===== src/rtl/arcade_trig_pkg.sv =====
// Arcade trigger generator shared types.
// Channel modes and channel FSM states.
package arcade_trig_pkg;

  typedef enum logic [1:0] {
    OFF     = 2'b00,
    ONESHOT = 2'b01,
    LEVEL   = 2'b10,
    REPEAT  = 2'b11
  } trig_mode_t;

  typedef enum logic [1:0] {
    IDLE   = 2'b00,
    ACTIVE = 2'b01,
    GAP    = 2'b10
  } trig_state_t;

endpackage


===== src/rtl/arcade_trigger_chan.sv =====
// One trigger channel: synchroniser, edge detect,
// pulse FSM and shared-length down-counter.
module arcade_trigger_chan
  import arcade_trig_pkg::*;
#(
  parameter int unsigned CNT_WIDTH = 20,
  parameter int unsigned SYNC_STG  = 2
) (
  input  logic                 clk_sys,
  input  logic                 reset_n,
  input  logic                 ce,
  input  logic                 trig_i,
  input  trig_mode_t           mode_i,
  input  logic [CNT_WIDTH-1:0] pulse_len,
  output logic                 pulse_o,
  output logic                 busy_o
);

  logic [SYNC_STG-1:0]  sync_q;
  logic [SYNC_STG-1:0]  vld_q;
  logic                 s_d_q;
  logic                 arm_q;
  logic                 arm_d;
  trig_mode_t           mode_q;
  trig_state_t          state_q;
  trig_state_t          state_d;
  logic [CNT_WIDTH-1:0] cnt_q;
  logic [CNT_WIDTH-1:0] cnt_d;
  logic                 pulse_q;
  logic                 pulse_d;
  logic                 busy_q;
  logic                 busy_d;

  logic                 s;
  logic                 rise;
  logic                 len_ok;
  logic                 cnt_zero;
  logic                 mode_chg;
  logic [CNT_WIDTH-1:0] load_val;

  // The synchroniser is cleared by reset, so a level
  // held across reset must be seen low once (with a
  // filled sync chain) before any rise is accepted.
  assign s        = sync_q[SYNC_STG-1];
  assign arm_d    = arm_q | (vld_q[SYNC_STG-1] & ~s);
  assign rise     = s & ~s_d_q & arm_q;
  assign len_ok   = |pulse_len;
  assign load_val = pulse_len - CNT_WIDTH'(1);
  assign cnt_zero = (cnt_q == '0);
  assign mode_chg = (mode_i != mode_q);

  // Next state, counter and output for this ce tick.
  always_comb begin
    state_d = state_q;
    cnt_d   = cnt_q;
    pulse_d = 1'b0;
    if (mode_chg) begin
      state_d = IDLE;
    end else begin
      unique case (mode_q)
        OFF: begin
          state_d = IDLE;
        end
        LEVEL: begin
          state_d = IDLE;
          pulse_d = s;
        end
        ONESHOT: begin
          case (state_q)
            IDLE: begin
              if (rise && len_ok) begin
                state_d = ACTIVE;
                cnt_d   = load_val;
              end
            end
            ACTIVE: begin
              if (rise && len_ok) begin
                cnt_d = load_val;
              end else if (cnt_zero) begin
                state_d = IDLE;
              end else begin
                cnt_d = cnt_q - CNT_WIDTH'(1);
              end
            end
            default: state_d = IDLE;
          endcase
          pulse_d = (state_d == ACTIVE);
        end
        REPEAT: begin
          case (state_q)
            IDLE: begin
              if (rise && len_ok) begin
                state_d = ACTIVE;
                cnt_d   = load_val;
              end
            end
            ACTIVE: begin
              if (!cnt_zero) begin
                cnt_d = cnt_q - CNT_WIDTH'(1);
              end else if (len_ok) begin
                state_d = GAP;
                cnt_d   = load_val;
              end else begin
                state_d = IDLE;
              end
            end
            GAP: begin
              if (!cnt_zero) begin
                cnt_d = cnt_q - CNT_WIDTH'(1);
              end else if (s && len_ok) begin
                state_d = ACTIVE;
                cnt_d   = load_val;
              end else begin
                state_d = IDLE;
              end
            end
            default: state_d = IDLE;
          endcase
          pulse_d = (state_d == ACTIVE);
        end
      endcase
    end
    busy_d = (state_d != IDLE);
  end

  // Channel registers, all advancing only on ce ticks.
  always_ff @(posedge clk_sys or negedge reset_n) begin
    if (!reset_n) begin
      sync_q  <= '0;
      vld_q   <= '0;
      s_d_q   <= 1'b0;
      arm_q   <= 1'b0;
      mode_q  <= OFF;
      state_q <= IDLE;
      cnt_q   <= '0;
      pulse_q <= 1'b0;
      busy_q  <= 1'b0;
    end else if (ce) begin
      sync_q  <= {sync_q[SYNC_STG-2:0], trig_i};
      vld_q   <= {vld_q[SYNC_STG-2:0], 1'b1};
      s_d_q   <= s;
      arm_q   <= arm_d;
      mode_q  <= mode_i;
      state_q <= state_d;
      cnt_q   <= cnt_d;
      pulse_q <= pulse_d;
      busy_q  <= busy_d;
    end
  end

  assign pulse_o = pulse_q;
  assign busy_o  = busy_q;

endmodule


===== src/rtl/arcade_trigger_gen.sv =====
// Multi-channel arcade trigger/pulse generator.
// One channel instance per trigger, busy ORed.
module arcade_trigger_gen
  import arcade_trig_pkg::*;
#(
  parameter int unsigned CHANNELS  = 4,
  parameter int unsigned CNT_WIDTH = 20,
  parameter int unsigned SYNC_STG  = 2
) (
  input  logic                  clk_sys,
  input  logic                  reset_n,
  input  logic                  ce,
  input  logic [CHANNELS-1:0]   trig_i,
  input  logic [2*CHANNELS-1:0] mode_i,
  input  logic [CNT_WIDTH-1:0]  pulse_len,
  output logic [CHANNELS-1:0]   pulse_o,
  output logic                  busy_o
);

  logic [CHANNELS-1:0] busy_w;

  for (genvar g = 0; g < CHANNELS; g++) begin : g_chan
    arcade_trigger_chan #(
      .CNT_WIDTH (CNT_WIDTH),
      .SYNC_STG  (SYNC_STG)
    ) u_chan (
      .clk_sys   (clk_sys),
      .reset_n   (reset_n),
      .ce        (ce),
      .trig_i    (trig_i[g]),
      .mode_i    (trig_mode_t'(mode_i[2*g +: 2])),
      .pulse_len (pulse_len),
      .pulse_o   (pulse_o[g]),
      .busy_o    (busy_w[g])
    );
  end

  assign busy_o = |busy_w;

endmodule


===== config.mk =====
export PLATFORM = sky130hd
export DESIGN_NAME = arcade_trigger_gen
export DESIGN_NICKNAME = d
export VERILOG_FILES = /design/src/rtl/arcade_trig_pkg.sv /design/src/rtl/arcade_trigger_chan.sv /design/src/rtl/arcade_trigger_gen.sv
export SDC_FILE = /design/constraint.sdc
export NUM_CORES = 1
export LEC_CHECK = 0
export ABC_CLOCK_PERIOD_IN_PS = 4100
export BUFFER_PORTS_ARGS = -buffer_cell sky130_fd_sc_hd__buf_2
export CORE_MARGIN = 2
export CORE_UTILIZATION = 35
export CTS_CLUSTER_SIZE = 14
export DETAILED_ROUTE_END_ITERATION = 12
export PLACE_DENSITY_LB_ADDON = 0.15
export SYNTH_ARGS = -nofsm -noshare
export SYNTH_HDL_FRONTEND = slang
export SYNTH_SLANG_ARGS = --single-unit

===== constraint.sdc =====
create_clock -name clk_sys -period 4.1 [get_ports clk_sys]
set_clock_uncertainty 0.15 [all_clocks]
set_input_delay 0.82 -clock clk_sys [delete_from_list [all_inputs] [get_ports clk_sys]]
set_output_delay 0.82 -clock clk_sys [all_outputs]
set_load 0.01 [all_outputs]

==> results.ini <==
[floorplan]
core_mm2=0.0307
std_cell_rows=64
start_util_pct=35.7
io_pins=40
dieWidth_um=181
fp.dieH_um=181
dieArea_mm2=0.0327

[clock_network]
clk_latency_ns=0.46
post_cts_buffers=0
cts_resized=0
cts_hold_buf=0
clkSinkCount=122
cts_max_level=4
numCtsBuffers=17
cts_root_buf=clkbuf_16
cts_buffer_depth=2
cts.clk_slew.worst_paths_ns=0.06
cts_tree=yes

[grt]
antenna_found_initial=1
track_usage_pct=25.2
grt_pass1_vias=10900
grt_pass1_wl_um=64700
grt.overflow.total=0
grt_max_degree=77

[finish]
area.growth.synth_to_final_pct=12.7
drive_above_1_share_pct=13.2
fillers=3181
nNetsFinal=1506
multi_input_area_mm2=0.00733
seq_area_mm2=0.00305
layout.cells.non_filler=1860

[job]
maxCapViolations=0

[sta]
fin_setup_tns_ns=0
setup_violations=0
timing.final.crit_share_pct=84.2
hold_viol=0
tightest_slew_ns=1.26
timing.hold.ws_ns=0.279
min_period_ns=3.45
rsz0062_at_grt=false
worst_slack_ns=0.648
finalMaxSlewViolations=0
max_freq_ghz=0.290
relSlewSlack_pct=15.6

[worst_setup_path]
worstReg2RegEnd=g_chan[0].u_chan.cnt_q[3]
setup.worst_path.start_class=input pin
worstSetupEndpoint=g_chan[0].u_chan.cnt_q[0]
worstPathRequired_ns=4.26
crit_arrival_ns=3.61
crit_fanout=10
startpoint=pulse_len[0]
rrSetupSlack_ns=0.72
r2r_start=g_chan[0].u_chan.cnt_q[0]
crit_type=input pin to flop
r2r_cells=8
critical_path.endpoint_type=flop

[place]
place_congestion=0.856
dp_slack_ns=0.257
placedCellCount=1827
portBuffers=39
place_hpwl_um=29200

[hold_path]
min_path_type=input pin to async pin

[logic_synthesis]
synth.ff_latch_count=122
synth_edf_count=0
avgSynthCellArea_um2=7.69
seq_area_frac_synth_pct=27.9
synth.distinct_cells=90
synthArstFlopShare_pct=100
syn_area_mm2=0.0110
syn_nets=1480
syn_inst=1424
synth_warnings=0
ys.flop_type=dfrtp_1

[route]
wl_met3_um=3720
drt-total-wl_um=41500
wl_per_cell_um=22.3
wl_met1_um=19400
detail_route.vias_per_cell=6.35
route.vias.total=11800
drt-initial-drc-count=1273
dr.max_layer_used=met4
drtPass1Iterations=8
wl_met2_um=17100
remaining_drc_errors=0
ant_nets=0

[pwr]
p_leak_nw=4.64
p_total_w=0.00597
ir_worst_vdd_v=0.000332
power_density_mw_per_mm2=483

[outcome]
status=complete, no violations

==> critical path, stage by stage <==
cell	delay, ns
buf_2	0.14
inv_1	0.08
ha_1	0.23
or4b_4	0.53
nor3_4	0.35
buf_4	0.27
a21oi_1	0.10
o32ai_2	0.31
a21oi_1	0.28
o21ai_1	0.35
a22oi_1	0.15
==> per-layer routing <==
metal	vias up	GRT usage, %
li1	5464	-
met1	5736	36.7
met2	545	35.2
met3	72	5.89
met4	0	10.5
met5	-	0
==> cells in the final DEF (no fill, tap or decap), types with 9 or more instances in the layout <==
cell,count
a221oi_1,18
o22a_1,21
ha_1,21
nor4_1,25
o31ai_1,17
buf_4,69
mux2_2,17
nand2_1,140
a22oi_1,20
a211oi_1,17
or3_1,15
a22o_1,11
or4_1,10
and2_1,11
o21ai_0,119
a31oi_1,29
clkbuf_16,17
xor2_1,31
a21oi_1,111
and3_1,12
o21a_1,9
a2bb2oi_1,9
nor3_1,66
inv_1,43
xnor2_1,46
dfrtp_1,122
nor2_1,101
nand3_1,44
o22ai_1,19
buf_2,38
o211ai_1,26
nand4_1,20
==> where the power goes <==
group	switching (W)	internal [W]	total, W
sequential	0.000660	0.00159	0.00225
combinational	0.00124	0.000959	0.00220
clock	0.000675	0.000850	0.00152
total	0.00257	0.00340	0.00597
==> cell type report <==
cell class	instances	share of cell area (%)
inverters	44	1.34
multi-input cells	1156	59.4
diodes	1	0.0203
clock buffers	18	3.56
repair buffers	109	5.99
well taps	396	4.01
flip-flops and latches	122	24.7
clock inverters	14	0.983
==> flip-flops by register name, indices dropped and copies added, names as in the netlist <==
signal                 cells
g_chan.u_chan.cnt_q       80
g_chan.u_chan.mode_q       8
g_chan.u_chan.state_q      8
g_chan.u_chan.sync_q       8
g_chan.u_chan.arm_q        4
g_chan.u_chan.busy_o       4
g_chan.u_chan.pulse_o      4
g_chan.u_chan.s_d_q        4
g_chan.u_chan.vld_q        2
==> cells in the mapped netlist, types with 6 or more instances <==
| master | n | area (um^2) |
|---|---|---|
| nand3_1 | 44 | 220 |
| a31oi_1 | 29 | 181 |
| a221oi_1 | 18 | 158 |
| a2bb2oi_1 | 9 | 78.8 |
| nor4_1 | 25 | 156 |
| o21bai_1 | 7 | 52.6 |
| mux2_2 | 17 | 191 |
| or3_1 | 15 | 93.8 |
| a211oi_1 | 17 | 128 |
| a21oi_1 | 113 | 566 |
| and4_1 | 7 | 61.3 |
| ha_1 | 21 | 263 |
| o21ai_1 | 6 | 30.0 |
| o21a_1 | 9 | 67.6 |
| a22oi_1 | 20 | 150 |
| nor3_1 | 66 | 330 |
| clkbuf_1 | 77 | 289 |
| inv_1 | 43 | 161 |
| o21ai_0 | 120 | 601 |
| a211o_1 | 8 | 70.1 |
| nand2b_1 | 8 | 50.1 |
| a22o_1 | 11 | 96.3 |
| dfrtp_1 | 122 | 3050 |
| and2_1 | 11 | 68.8 |
| o22a_1 | 21 | 184 |
| nand4_1 | 20 | 125 |
| and3_1 | 12 | 75.1 |
| nand2_1 | 140 | 526 |
| o2111ai_1 | 7 | 61.3 |
| xor2_1 | 32 | 280 |
| or4_1 | 10 | 75.1 |
| nor2_1 | 101 | 379 |
| o31ai_1 | 17 | 128 |
| nor3b_1 | 8 | 60.1 |
| a32oi_1 | 8 | 70.1 |
| o211ai_1 | 26 | 195 |
| buf_2 | 14 | 70.1 |
| xnor2_1 | 48 | 420 |
| o22ai_1 | 19 | 119 |
| a21o_1 | 7 | 52.6 |
==> through the flow <==
stage	util [%]	instance area [um^2]
2_1_floorplan	-	11000
3_3_place_gp	38.4	11800
5_1_grt	40.3	12300
4_1_cts	40.3	12300
3_5_place_dp	38.4	11800
6_report	40.3	12300
==> cell families after synthesis <==
family | synth area share (%)
fa+ha+maj | 2.40
simple gates | 23.2
compound gates | 32.3
buf+inv | 5.47
flops | 27.9
mux | 2.33
xor+xnor | 6.40
==> worst min path at each step <==
stage	startpoint	end	slack, ns
2_1_floorplan	g_chan[2].u_chan.vld_q[0]	g_chan[2].u_chan.vld_q[0]	0.28
4_1_cts	reset_n	g_chan[2].u_chan.cnt_q[4]	0.29
3_3_place_gp	g_chan[2].u_chan.vld_q[0]	g_chan[2].u_chan.vld_q[0]	0.29
6_report	reset_n	g_chan[2].u_chan.cnt_q[4]	0.28
5_1_grt	g_chan[2].u_chan.vld_q[0]	g_chan[2].u_chan.vld_q[0]	0.31
3_5_place_dp	g_chan[2].u_chan.vld_q[0]	g_chan[2].u_chan.vld_q[0]	0.29
(Power assumes the default switching activity.)
